`config.mk`:
```
export PLATFORM = sky130hd
export DESIGN_NAME = fetch_unit
export DESIGN_NICKNAME = d
export VERILOG_FILES = /design/src/rtl/fetch_unit.sv
export SDC_FILE = /design/constraint.sdc
export NUM_CORES = 1
export LEC_CHECK = 0
export CAP_MARGIN = 10
export CORE_ASPECT_RATIO = 0.75
export CORE_UTILIZATION = 43
export CTS_CLUSTER_DIAMETER = 120
export CTS_CLUSTER_SIZE = 25
export DETAILED_ROUTE_END_ITERATION = 6
export PLACE_DENSITY = 0.79
export SYNTH_ARGS = -nofsm -noshare
export SYNTH_HDL_FRONTEND = slang
export SYNTH_SLANG_ARGS = --single-unit
```
`constraint.sdc`:
```
create_clock -name clk -period 2 [get_ports clk]
set_input_delay 0.4 -clock clk [delete_from_list [all_inputs] [get_ports clk]]
set_output_delay 0.4 -clock clk [all_outputs]
set_load 0.02 [all_outputs]
```
`src/rtl/fetch_unit.sv`:
```
// Program counter and byte fetch sequencer feeding the decoder through a valid/ready handshake.
// Assembles one- or two-byte instructions (bit 7 of the opcode selects two-byte) and handles jumps.
module fetch_unit #(
    parameter logic [7:0] RESET_PC = 8'h00
) (
    input  logic       clk,
    input  logic       rst,
    output logic [7:0] iAddr,
    output logic       FETCH,
    input  logic [7:0] instr,
    output logic       ir_valid,
    input  logic       ir_ready,
    output logic [7:0] ir_op,
    output logic [7:0] ir_operand,
    output logic       ir_two_byte,
    output logic [7:0] ir_pc,
    input  logic       jump_en,
    input  logic [7:0] jump_addr
);

    typedef enum logic [2:0] {
        StF1   = 3'd0,
        StW1   = 3'd1,
        StF2   = 3'd2,
        StW2   = 3'd3,
        StHold = 3'd4
    } state_e;

    state_e     state_q, state_d;
    logic [7:0] pc_q, pc_d;
    logic [7:0] ir_op_q, ir_op_d;
    logic [7:0] ir_operand_q, ir_operand_d;
    logic [7:0] ir_pc_q, ir_pc_d;
    logic       ir_two_byte_q, ir_two_byte_d;

    always_ff @(posedge clk) begin
        if (rst) begin
            state_q       <= StF1;
            pc_q          <= RESET_PC;
            ir_op_q       <= 8'h00;
            ir_operand_q  <= 8'h00;
            ir_pc_q       <= 8'h00;
            ir_two_byte_q <= 1'b0;
        end else begin
            state_q       <= state_d;
            pc_q          <= pc_d;
            ir_op_q       <= ir_op_d;
            ir_operand_q  <= ir_operand_d;
            ir_pc_q       <= ir_pc_d;
            ir_two_byte_q <= ir_two_byte_d;
        end
    end

    always_comb begin
        state_d       = state_q;
        pc_d          = pc_q;
        ir_op_d       = ir_op_q;
        ir_operand_d  = ir_operand_q;
        ir_pc_d       = ir_pc_q;
        ir_two_byte_d = ir_two_byte_q;

        // A jump discards whatever is captured or in flight; the ir_* registers keep their
        // stale contents, which are harmless because ir_valid is low until the next HOLD.
        if (jump_en) begin
            pc_d    = jump_addr;
            state_d = StF1;
        end else begin
            unique case (state_q)
                StF1: begin
                    ir_pc_d = pc_q;
                    pc_d    = pc_q + 8'd1;
                    state_d = StW1;
                end
                StW1: begin
                    ir_op_d = instr;
                    if (instr[7]) begin
                        ir_two_byte_d = 1'b1;
                        state_d       = StF2;
                    end else begin
                        ir_operand_d  = 8'h00;
                        ir_two_byte_d = 1'b0;
                        state_d       = StHold;
                    end
                end
                StF2: begin
                    pc_d    = pc_q + 8'd1;
                    state_d = StW2;
                end
                StW2: begin
                    ir_operand_d = instr;
                    state_d      = StHold;
                end
                StHold: begin
                    if (ir_ready) begin
                        state_d = StF1;
                    end
                end
                default: begin
                    state_d = StF1;
                end
            endcase
        end
    end

    assign iAddr       = pc_q;
    assign FETCH       = (state_q == StF1) || (state_q == StF2);
    assign ir_valid    = (state_q == StHold);
    assign ir_op       = ir_op_q;
    assign ir_operand  = ir_operand_q;
    assign ir_pc       = ir_pc_q;
    assign ir_two_byte = ir_two_byte_q;

endmodule

```
==> flow_metrics.py <==
metrics = {
    "setup_path": {
        "path_class": "flip-flop to output port",
        "path_buf_inv": 1,
        "end_kind": "output port",
        "crit_fanout": 8,
        "cp_top_family": "buffers and inverters",
        "crit_arrival_ns": 1.40,
        "cp.required_ns": 1.60,
        "crit_slowest_cell": "clkdlybuf4s50_1",
        "crit_chain": "clkdlybuf4s50_1",
        "max_stage_delay_ns": 0.66,
        "start_kind": "flip-flop",
    },
    "cells_and_area": {
        "drive_above_1_share_pct": 9.459,
        "final_nets": 244,
        "fillCellCount": 280,
        "fin_util_pct": 65.64,
        "antenna_cells": 0,
        "layout_commonest_cell": "clkdlybuf4s50_1",
        "final_cells": 262,
        "seq_area_um2": 700.7,
        "multi_input_area_um2": 714.4,
        "area_growth_pct": 45.94,
        "final_cell_mix": "clkdlybuf4s50_1, dfxtp_1, nand2_1, nor2_1, a21oi_1",
    },
    "clock_network": {
        "clk_pin_slew_ns": 0.06,
        "postCtsHoldBufs": 0,
        "numCtsBuffers": 5,
        "cts_root_buffer": "clkbuf_8",
        "cts_num_sinks": 35,
        "cts.htree.levels": 2,
        "clockBufferDepth": 2,
        "cts_tree": "yes",
        "postCtsSetupBuffers": 0,
        "insertion_delay_ns": 0.29,
    },
    "synth": {
        "synth.avg_cell_area_um2": 8.856,
        "yosys_register_bits": 35,
        "yosys-top-cells-area": "dfxtp_1, mux2i_1, a21oi_1, nand2_1, nor2_1",
        "synth_top_family_by_area": "simple AND/OR/NAND/NOR gates",
        "yosysWarnings": 0,
        "ys.flop_type": "dfxtp_1",
        "synth_compound_area_share_pct": 15.91,
        "muxShareOfSynthArea_pct": 6.091,
        "synth_cell_type_count": 35,
        "synth_area_mm2": 0.001479,
        "synth_edf_count": 0,
        "synth_top_cell_by_area": "dfxtp_1",
        "syn_nets": 188,
        "synth-simple-area-share_pct": 23.94,
        "synth_cells": 167,
        "yosys.area.top_type_share_pct": 47.38,
        "asyncSetResetFlopFracSynth_pct": 0,
        "synth_xor_area_share_pct": 1.184,
        "yosys.area_share.adder_pct": 0.8460,
        "yosysSeqAreaShare_pct": 47.38,
    },
    "global_route": {
        "overflow": 0,
        "track_usage_pct": 23.86,
        "grt_pass1_vias": 1370,
        "grt_pass1_wl_um": 6492,
        "grt_max_degree": 36,
        "antenna_found_initial": 0,
    },
    "place": {
        "place.gp.congestion": 0.7846,
        "hpwlAfterDp_um": 2849,
        "portBuffers": 54,
        "placedCellCount": 256,
    },
    "timing": {
        "finalCritPeriodShare_pct": 90.19,
        "worst_pin_slew_ns": 0.5957,
        "drv_slew": 0,
        "min_period_ns": 1.804,
        "fin_hold_ws_ns": 0.4659,
        "timing.fmax_mhz": 554.4,
        "setup_viol": 0,
        "slew_headroom_pct": 60.21,
        "rsz0062_at_grt": "no",
        "tns_ns": 0,
        "fin_skew_ns": 0.005870,
        "final_hold_viol_count": 0,
    },
    "floorplan": {
        "floorplan.die_area_mm2": 0.003681,
        "die_height_um": 52.79,
        "fp.dieW_um": 69.72,
        "ios": 55,
        "core_area_mm2": 0.003288,
        "rows": 18,
        "start_util_pct": 44.98,
    },
    "power": {
        "p_comb_share_pct": 17.4,
        "p_leak_nw": 0.7644,
        "cellPowerDensity_mw_per_mm2": 682.2,
        "p_sw_mw": 0.3863,
        "clkPwrFrac_pct": 31.4,
        "ir_drop_mv": 0.4899,
        "p_int_mw": 1.086,
        "switching_share_pct": 26.23,
        "pwr-share-seq_pct": 51.2,
    },
    "drt": {
        "wl_per_cell_um": 15.35,
        "post-route-drc-count": 0,
        "postRouteAntennaNets": 0,
        "num_vias": 1458,
        "post_drt_via_cell_ratio": 5.565,
        "dr.pass1.iters": 4,
        "wirelength_um": 4023,
        "drtIter0Drc": 69,
    },
    "run": {
        "maxCapViolCount": 0,
    },
    "outcome": {
        "status": "complete, no violations",
    },
    "min_path": {
        "hold_path_class": "flip-flop to flip-flop",
    },
}
[synthesized netlist by cell type (2+ instances only)]
cell / number
a211oi_1: 3
a21oi_1: 15
a311oi_1: 5
clkbuf_1: 11
dfxtp_1: 35
inv_1: 3
mux2i_1: 9
nand2_1: 19
nand2b_1: 2
nand4_1: 8
nor2_1: 17
nor2b_1: 2
nor3b_1: 2
nor4_1: 2
o21ai_0: 11
o31ai_1: 2
or4_1: 2
xnor2_1: 2
[state kept, by name, indices dropped and copies added, names as in the netlist]
name / count
iAddr: 8
ir_operand: 8
ir_op: 8
state_q: 3
ir_pc: 8
[kinds of logic (layout without fill, tap and decap cells)]
group           after synthesis  after routing
compound gates               39             39
xor+xnor                      2              2
fa+ha+maj                     1              1
buf+inv                      17             72
flops                        35             35
mux                           9              9
simple gates                 64             64
[per-stage QoR]
| stage | worst slack (ns) | instance area [µm²] | power (mW) |
|---|---|---|---|
| after global placement | 0.1104 | 2079 | 1.014 |
| after CTS | 0.03385 | 2156 | 1.482 |
| after global routing | 0.1289 | 2158 | 1.533 |
| final | 0.1962 | 2158 | 1.473 |
| after detailed placement | 0.07081 | 2079 | 1.024 |
| after floorplan | 0.2763 | 1479 | 0.8958 |
[final timing paths]
| path | startpoint | end | slack [ns] | cells past startpoint |
|---|---|---|---|---|
| setup reg to reg | state_q[0] | ir_operand[3] | 0.28 | 4 |
| hold reg to reg | ir_op[4] | ir_op[4] | 0.47 | 2 |
| hold / removal | ir_op[4] | ir_op[4] | 0.47 | 2 |
| setup / recovery | iAddr[3] | iAddr[3] | 0.20 | 1 |
[metal layers]
metal / wire [µm] / share of wire (%) / global-route usage [%]
met2: 1968 / 49 / 39.32
met5: 0 / 0 / 0
met1: 1752 / 44 / 28.47
met3: 202 / 5.0 / 6.346
met4: 99 / 2.5 / 14.33
[power groups by stage]
stage          Clock (mW)  Combinational, mW  Sequential, mW
3_5_place_dp            0              0.256           0.769
4_1_cts             0.472              0.256           0.754
5_1_grt             0.498              0.277           0.758
3_3_place_gp            0              0.248           0.766
2_1_floorplan           0              0.102           0.794
6_report            0.462              0.256           0.754
[what timing repair did]
action,in CTS,in global routing
endpoints found under the setup margin,1,1
gates resized for setup,2,1
pin swaps,0,0
[cell type report]
| cell class | instances | area share, % |
|---|---|---|
| clock buffers | 6 | 3.362 |
| well taps | 40 | 2.319 |
| inverters | 3 | 0.5217 |
| repair buffers | 63 | 28.23 |
| flip-flops and latches | 35 | 32.46 |
| multi-input cells | 115 | 33.10 |
Power figures use the tool's default switching activity.
